**src/rtl/bblock_seq_if.sv**
```systemverilog
// bblock_seq_if: host/program port and B-block cell port
// of the B-block sequencer.
interface bblock_seq_if #(
  parameter int DEPTH = 8,
  parameter int AW    = 3
);
  logic             prog_we;
  logic [AW-1:0]    prog_addr;
  logic [5:0]       prog_data;
  logic [AW:0]      len;
  logic             start;
  logic             busy;
  logic             done;
  logic [4:0]       g_out;
  logic             x_out;
  logic             a_in;
  logic [DEPTH-1:0] result;
  logic             mismatch;

  modport slave (
    input  prog_we, prog_addr, prog_data,
    input  len, start, a_in,
    output busy, done, g_out, x_out,
    output result, mismatch
  );

  modport master (
    output prog_we, prog_addr, prog_data,
    output len, start, a_in,
    input  busy, done, g_out, x_out,
    input  result, mismatch
  );
endinterface

```
**src/rtl/bblock_seq.sv**
```systemverilog
// bblock_seq: plays programmed {x,g5..g1} codes into a B-block
// cell and captures A per step; BBLOCK_SEQ_CHECK_EN adds a checker.
module bblock_seq #(
  parameter int DEPTH = 8,
  parameter int AW    = 3
) (
  input logic         clk,
  input logic         rst_n,
  bblock_seq_if.slave bus
);

  typedef enum logic [1:0] {
    IDLE,
    RUN,
    DONE
  } state_t;

  localparam logic [AW:0] DEPTH_W = (AW+1)'(DEPTH);

  state_t           state_q;
  logic [5:0]       mem_q [DEPTH];
  logic [AW-1:0]    step_q;
  logic [AW-1:0]    step_d;
  logic [AW:0]      n_q;
  logic [AW:0]      n_d;
  logic [DEPTH-1:0] result_q;
  logic             busy_q;
  logic             done_q;
  logic [4:0]       g_q;
  logic             x_q;
  logic [5:0]       code0_d;
  logic [5:0]       next_d;
  logic             accept_d;
  logic             last_d;

  assign n_d = (bus.len > DEPTH_W) ? DEPTH_W : bus.len;

  assign accept_d = (state_q == IDLE)
                  && bus.start
                  && (bus.len != '0);

  // a write landing on the accept edge must reach slot 0 now
  assign code0_d = (bus.prog_we && bus.prog_addr == '0)
                 ? bus.prog_data : mem_q[0];

  assign step_d = step_q + 1'b1;
  assign next_d = mem_q[step_d];
  assign last_d = ({1'b0, step_q} == (n_q - 1'b1));

  always_ff @(posedge clk or negedge rst_n) begin
    if (!rst_n) begin
      state_q  <= IDLE;
      step_q   <= '0;
      n_q      <= '0;
      result_q <= '0;
      busy_q   <= 1'b0;
      done_q   <= 1'b0;
      g_q      <= '0;
      x_q      <= 1'b0;
      for (int i = 0; i < DEPTH; i++) begin
        mem_q[i] <= '0;
      end
    end else begin
      done_q <= 1'b0;
      unique case (state_q)
        IDLE: begin
          if (bus.prog_we) begin
            mem_q[bus.prog_addr] <= bus.prog_data;
          end
          if (accept_d) begin
            state_q    <= RUN;
            step_q     <= '0;
            n_q        <= n_d;
            result_q   <= '0;
            busy_q     <= 1'b1;
            {x_q, g_q} <= code0_d;
          end
        end
        RUN: begin
          result_q[step_q] <= bus.a_in;
          step_q           <= step_d;
          if (last_d) begin
            state_q    <= DONE;
            busy_q     <= 1'b0;
            done_q     <= 1'b1;
            {x_q, g_q} <= '0;
          end else begin
            {x_q, g_q} <= next_d;
          end
        end
        DONE: begin
          state_q <= IDLE;
        end
        default: begin
          state_q <= IDLE;
        end
      endcase
    end
  end

`ifdef BBLOCK_SEQ_CHECK_EN
  logic mismatch_q;
  logic exp_a;

  assign exp_a = (~(g_q[3] | g_q[4] | g_q[0]) & g_q[1])
               | (~g_q[2] & x_q)
               | (g_q[2] & g_q[0]);

  always_ff @(posedge clk or negedge rst_n) begin
    if (!rst_n) begin
      mismatch_q <= 1'b0;
    end else if (accept_d) begin
      mismatch_q <= 1'b0;
    end else if (state_q == RUN && exp_a != bus.a_in) begin
      mismatch_q <= 1'b1;
    end
  end

  assign bus.mismatch = mismatch_q;
`else
  assign bus.mismatch = 1'b0;
`endif

  assign bus.busy   = busy_q;
  assign bus.done   = done_q;
  assign bus.g_out  = g_q;
  assign bus.x_out  = x_q;
  assign bus.result = result_q;

endmodule

```
**src/flat_wrapper.sv**
```systemverilog
// flat-port wrapper written by rule: the top's interface ports become plain ports
module bblock_seq_flat 
#(
  parameter int DEPTH = 8,
  parameter int AW    = 3
)
  (clk, rst_n, bus_prog_we, bus_prog_addr, bus_prog_data, bus_len, bus_start, bus_a_in, bus_busy, bus_done, bus_g_out, bus_x_out, bus_result, bus_mismatch);
  bblock_seq_if #(.DEPTH(DEPTH), .AW(AW)) bus_i ();
  input logic clk;
  input logic rst_n;
  input wire logic [$bits(bus_i.prog_we)-1:0] bus_prog_we;
  input wire logic [$bits(bus_i.prog_addr)-1:0] bus_prog_addr;
  input wire logic [$bits(bus_i.prog_data)-1:0] bus_prog_data;
  input wire logic [$bits(bus_i.len)-1:0] bus_len;
  input wire logic [$bits(bus_i.start)-1:0] bus_start;
  input wire logic [$bits(bus_i.a_in)-1:0] bus_a_in;
  output wire logic [$bits(bus_i.busy)-1:0] bus_busy;
  output wire logic [$bits(bus_i.done)-1:0] bus_done;
  output wire logic [$bits(bus_i.g_out)-1:0] bus_g_out;
  output wire logic [$bits(bus_i.x_out)-1:0] bus_x_out;
  output wire logic [$bits(bus_i.result)-1:0] bus_result;
  output wire logic [$bits(bus_i.mismatch)-1:0] bus_mismatch;
  assign bus_i.prog_we = bus_prog_we;
  assign bus_i.prog_addr = bus_prog_addr;
  assign bus_i.prog_data = bus_prog_data;
  assign bus_i.len = bus_len;
  assign bus_i.start = bus_start;
  assign bus_i.a_in = bus_a_in;
  assign bus_busy = bus_i.busy;
  assign bus_done = bus_i.done;
  assign bus_g_out = bus_i.g_out;
  assign bus_x_out = bus_i.x_out;
  assign bus_result = bus_i.result;
  assign bus_mismatch = bus_i.mismatch;
  bblock_seq #(.DEPTH(DEPTH), .AW(AW)) u_core (.clk(clk), .rst_n(rst_n), .bus(bus_i));
endmodule
```
**config.mk**
```make
export PLATFORM = sky130hd
export DESIGN_NAME = bblock_seq_flat
export DESIGN_NICKNAME = d
export VERILOG_FILES = /design/src/rtl/bblock_seq_if.sv /design/src/rtl/bblock_seq.sv /design/src/flat_wrapper.sv
export SDC_FILE = /design/constraint.sdc
export NUM_CORES = 1
export LEC_CHECK = 0
export ABC_AREA = 1
export ABC_CLOCK_PERIOD_IN_PS = 2100
export CORE_UTILIZATION = 45
export DETAILED_ROUTE_END_ITERATION = 8
export PLACE_DENSITY = 0.76
export SLEW_MARGIN = 20
export SYNTH_ARGS = -nofsm -noshare
export SYNTH_HDL_FRONTEND = slang
export SYNTH_SLANG_ARGS = --single-unit
```
**constraint.sdc**
```tcl
create_clock -name clk -period 2.1 [get_ports clk]
set_clock_uncertainty 0.1 [all_clocks]
set_input_delay 0.21 -clock clk [delete_from_list [all_inputs] [get_ports clk]]
set_output_delay 0.21 -clock clk [all_outputs]
set_load 0.02 [all_outputs]
```
# Yosys cells after proc, flatten, opt, wreduce, memory -nomap -nowiden

Cells that the tools add are included.

Input bits: 18
Register bits after elaboration: 73
Logic and storage cells: 73
Output and inout port bits: 17

Reduce and logical (&&, ||, !) cells: 14
Muxes and demuxes: 29
Eq/ne operators: 4
Add/subtract/negate cells: 2
Bitwise logic cells: 2
Order comparisons: 6

Operators by type and width:

| kind                                                   | count |
|---|---|
| bitwise mux 48 bit                                     | 1 |
| 2-to-1 mux 6 bit                                       | 4 |
| binary-select mux 6 bit (select 3 bit)                 | 1 |
| demux 6 bit (select 3 bit)                             | 1 |
| case mux 8 bit (2 select lines)                        | 1 |
| 2-to-1 mux 5 bit                                       | 2 |
| case mux 5 bit (2 select lines)                        | 1 |
| bitwise mux 8 bit                                      | 1 |
| >= comparator 4 bit (second input constant)            | 2 |
| 2-to-1 mux 8 bit                                       | 1 |
| NOT 3 -> 4 bit                                         | 2 |
| AND reduction 2 bit                                    | 4 |
| 2-to-1 mux 1 bit                                       | 7 |
| case mux 3 bit (2 select lines)                        | 1 |
| logical AND 1 bit                                      | 5 |
| == test 3 x 4 -> 1 bit                                 | 1 |
| greater-than comparator 4 bit (second input constant)  | 1 |
| < comparator 3 x 4 -> 1 bit (second input constant)    | 1 |
| < comparator 4 x 1 -> 1 bit (second input constant)    | 1 |
| 2-to-1 mux 2 bit                                       | 2 |
| 2-to-1 mux 4 bit                                       | 1 |
| inequality test 2 x 1 -> 1 bit (second input constant) | 2 |
| case mux 1 bit (2 select lines)                        | 2 |
| case mux 2 bit (2 select lines)                        | 1 |
| other kinds (11)                                       | 11 |

# Longest topological paths before layout

Gate-level depths: netlist of the first run.

Word-level depth: 7
Mapped depth: 10

# Worst setup path before layout of the first run

No wires, ideal clock.

Path type: reg2reg
Start: register u_core.step_q[0]
End: register u_core.g_q[3] (netlist: u_core.bus.g_out[3])
Slack: 0.505 ns
Path buffers: 1
Arrival time: 1.417 ns
Required time: 1.923 ns
Stages on the path, launching flop included: 10
Cells stage by stage: dfrtp_1 > ha_1 > inv_1 > buf_2 > nand3_1 > nand2_1 > nand2_1 > nand2_1 > nand3_1 > a21oi_1

Word-level cells in the longest chain between the ends: 7
Elaborated cells between the ends (all ways): 8

Ends and longest elaborated chain:

| element                                              | line             | text |
|---|---|---|
| from (decl)                                          | bblock_seq.sv:22 | `logic [AW-1:0] step_q;` |
| from (signal assigned)                               | bblock_seq.sv:81 | `step_q <= step_d;` |
| adder 3 x 1 -> 3 bit                                 | bblock_seq.sv:46 | `assign step_d = step_q + 1'b1;` |
| NOT 3 -> 4 bit (implied by the code)                 | bblock_seq.sv:47 | `assign next_d = mem_q[step_d];` |
| binary-select mux 6 bit (select 3 bit)               | bblock_seq.sv:47 |  |
| 2-to-1 mux 6 bit (implied by the code) (2 in series) | bblock_seq.sv:47 |  |
| 2-to-1 mux 5 bit (*)                                 | bblock_seq.sv:82 | `if (last_d) begin` |
| case mux 5 bit (2 select lines) (*)                  | bblock_seq.sv:65 | `unique case (state_q)` |
| to (signal assigned)                                 | bblock_seq.sv:76 | `{x_q, g_q} <= code0_d;` |
| to (signal assigned)                                 | bblock_seq.sv:88 | `{x_q, g_q} <= next_d;` |
| to (decl)                                            | bblock_seq.sv:29 | `logic [4:0] g_q;` |

Every way passes the cells marked *; elsewhere a longest branch is shown, timed or not. The select of a mux whose other input is x is not followed.
A chain may end at the register's enable or synchronous reset.

# Final worst setup path of the first run

Start: register u_core.step_q[0]
End: register u_core.g_q[1] (netlist: u_core.bus.g_out[1])

The elaborated chain is that of the path after synthesis.

==> results of run 1 <==
[cells in the final DEF, fill, tap and decap left out]
cell type and count:
conb_1 1, clkbuf_8 9, buf_2 1, o21ai_1 49, o22ai_1 3, o21ai_0 5
ha_1 2, clkdlybuf4s50_1 32, inv_2 8, clkinv_2 1, or2_4 1, buf_4 5
nand2_2 1, xnor2_1 2, nor2_1 17, nand3_1 55, a21oi_1 6, o21a_1 1
buf_12 1, nand3_2 2, nor2_2 7, nand2_1 160, inv_6 2, inv_1 48
o32ai_1 1, dlygate4sd3_1 1, dfrtp_1 73, clkinvlp_4 3, nor2_4 1, xnor2_4 1
clkinv_4 1, o41ai_1 3, o22ai_2 3
[worst min path at each step]
stage / end / startpoint / cells after the start / slack [ps]
floorplan: u_core.bus.busy$_DFFE_PN0P_ / rst_n / 0 / -190
global placement: u_core.bus.result[0]$_DFFE_PN0P_ / rst_n / 2 / 170
detailed placement: u_core.bus.result[0]$_DFFE_PN0P_ / rst_n / 2 / 170
CTS: u_core.bus.result[6]$_DFFE_PN0P_ / rst_n / 3 / 320
global route: u_core.mem_q[5]$_DFFE_PN0P_ / rst_n / 3 / 350
finish: u_core.bus.result[0]$_DFFE_PN0P_ / rst_n / 3 / 310
[metal layers]
metal | up-vias | track usage, % | share of wire (%)
li1 | 1561 | - | -
met3 | 8 | 5.09 | 6.2
met2 | 98 | 35.6 | 47
met5 | - | 0 | 0
met1 | 1478 | 30.8 | 46
met4 | 0 | 5.08 | 1.1
[cells by family after synthesis]
logic type / count (synthesis) / synth area share (%)
simple gates: 244 / 28.1
buf+inv: 78 / 9.24
flops: 73 / 49.8
compound gates: 71 / 10.9
xor+xnor: 3 / 1.23
fa+ha+maj: 2 / 0.682
other cells: 1 / 0.102
[critical path, cell delays in order, from the launching register on]
cell and delay, ps:
dfrtp_1 410, buf_4 220, inv_2 420, nand2_1 110
nand3_1 100, nand3_1 100, nand2_1 90, nand3_1 90
a21oi_1 140
[registers in the layout, indices dropped and copies added, names as in the netlist]
signal / cells
u_core.bus.result: 8
u_core.step_q: 3
u_core.bus.x_out: 1
u_core.n_q: 4
u_core.bus.done: 1
u_core.bus.g_out: 5
u_core.state_q: 2
u_core.bus.busy: 1
u_core.mem_q: 48
[report_power, final]
part	internal, uW	switching, uW
Clock	435	558
Sequential	2070	434
Combinational	1340	2070
Total	3850	3060
[metrics by stage]
step | std cells | utilization [%] | instance area (um^2) | hold slack, ps | power [uW]
2_1_floorplan | 472 | - | 3670 | -186 | 4960
3_3_place_gp | 591 | 51.9 | 4050 | 167 | 5820
3_5_place_dp | 591 | 51.9 | 4050 | 171 | 5910
4_1_cts | 608 | 54.3 | 4240 | 319 | 6920
5_1_grt | 608 | 54.3 | 4240 | 346 | 7540
6_report | 608 | 54.3 | 4240 | 308 | 6910
[layout make-up]
type / instances / share of cell area [%]
Clock buffer: 9 / 2.92
Clock inverter: 7 / 1.27
Inverter: 56 / 4.96
Multi-Input combinational cell: 321 / 35.5
Sequential cell: 73 / 43.1
Tap cell: 102 / 3.01
Timing Repair Buffer: 40 / 9.27
==> flow_summary.toml, run 1 <==
[yosys]
synth_top_area_share_pct = 49.8
synth-seq-cells = 73
syn_area_um2 = 3670
syn_avg_cell_area_um2 = 7.77
syn_nets = 492
yosys_warnings = 0
synthTopCellsByArea = "dfrtp_1 (50%), nand2_1 (16%), nand3_1 (7.5%), o21ai_1 (6.7%), inv_1 (4.9%)"
async_flop_share_pct = 100
synth_top_area_cell = "dfrtp_1"
synth-edff-count = 0
yosysMostFrequentCell = "nand2_1"
synthDistinctLibCells = 27
synth_cells = 472
ys_seq_area_share_pct = 49.8
yosys-top-cells-count = "nand2_1 (160), dfrtp_1 (73), nand3_1 (55)"
ys.flop_type = "dfrtp_1"

[drt]
drt_iter0_markers = 250
drt-total-wl_um = 8440
post_drt_wl_per_cell_um = 13.9
drtAntennaViolNets = 0
dr_total_vias = 3145
drc = 0
drt_pass1_iterations = 5
vias_per_cell = 5.17

[setup_path]
path_max_fanout = 33
cp_data_arrival_time_ps = 2040
critPathCaptureType = "flop"
worstPathRequired_ps = 2280
r2r_setup_slack_ps = 240
startpoint_type = "flop"
cp-startpoint = "u_core.step_q[0]$_DFFE_PN0P_"
crit_type = "reg -> reg"
r2r-start = "u_core.step_q[0]$_DFFE_PN0P_"
rr_worst_depth = 8
setup.worst_path.end = "u_core.bus.g_out[1]$_DFFE_PN0P_"
regToRegEndpoint = "u_core.bus.g_out[1]$_DFFE_PN0P_"

[placed_design]
port_buffers = 33
place_congestion = 0.856
place_ws_ps = 258
hpwl_um = 5960

[timing]
slew_violations = 0
setup_viol = 0
final.setup.tns_ps = 0
hold_viol_final = 0
rsz0062_at_grt = "no"
clock.fmax_mhz = 538
period_share_pct = 88.5
period_needed_ps = 1860
max-slew-margin-rel_pct = 64.7
worst_pin_slew_ps = 529
timing.final.ws_setup_ps = 241

[power]
p_leak_uw = 0.00206
p_per_area_nw_per_um2 = 1630
vdd_drop_max_mv = 0.684

[floorplanning]
start_util_pct = 47.0
die_w_um = 92.3
core_area_um2 = 7810
io_pins = 35
dieArea_um2 = 8520
die_h_um = 92.3
rows = 32

[cts]
clockBufferDepth = 2
clk_pin_slew_worst_paths_ps = 80
tritoncts = "yes"
cts.sinks = 73
cts_root_buf = "clkbuf_8"
cts_setup_buffers = 0
ctsResizeCount = 0
clock_latency_ps = 360
htreeDepth = 3
cts_hold_repair.buffers = 1
numCtsBuffers = 9

[global_routing]
track_usage_pct = 22.2
grt.overflow.total = 0
antenna_found_initial = 0
grt_pass1_wl_um = 14600
grt_max_degree = 74
grt_pass1_vias = 2978

[layout]
ff_latch_area_um2 = 1830
antennaDiodeCount = 0
nNetsFinal = 521
multi_input_area_um2 = 1500
filler_cell_count = 751
syn_to_final_growth_pct = 15.5
drive_gt1_share_pct = 9.29

[min_path]
hold_path.class = "in -> async"

[outcome]
status = "finished, final reports clean"

[flow_run]
maxCapViolCount = 0
Power figures use the tool's default switching activity.
==> run 2, diff against run 1 <==
--- a/config.mk
+++ b/config.mk
@@ -10,7 +10,6 @@
 export CORE_UTILIZATION = 45
 export DETAILED_ROUTE_END_ITERATION = 8
 export PLACE_DENSITY = 0.76
-export SLEW_MARGIN = 20
 export SYNTH_ARGS = -nofsm -noshare
 export SYNTH_HDL_FRONTEND = slang
 export SYNTH_SLANG_ARGS = --single-unit
==> results of run 2 <==
No change in the layout: final DEF, timing and power equal those of run 1.
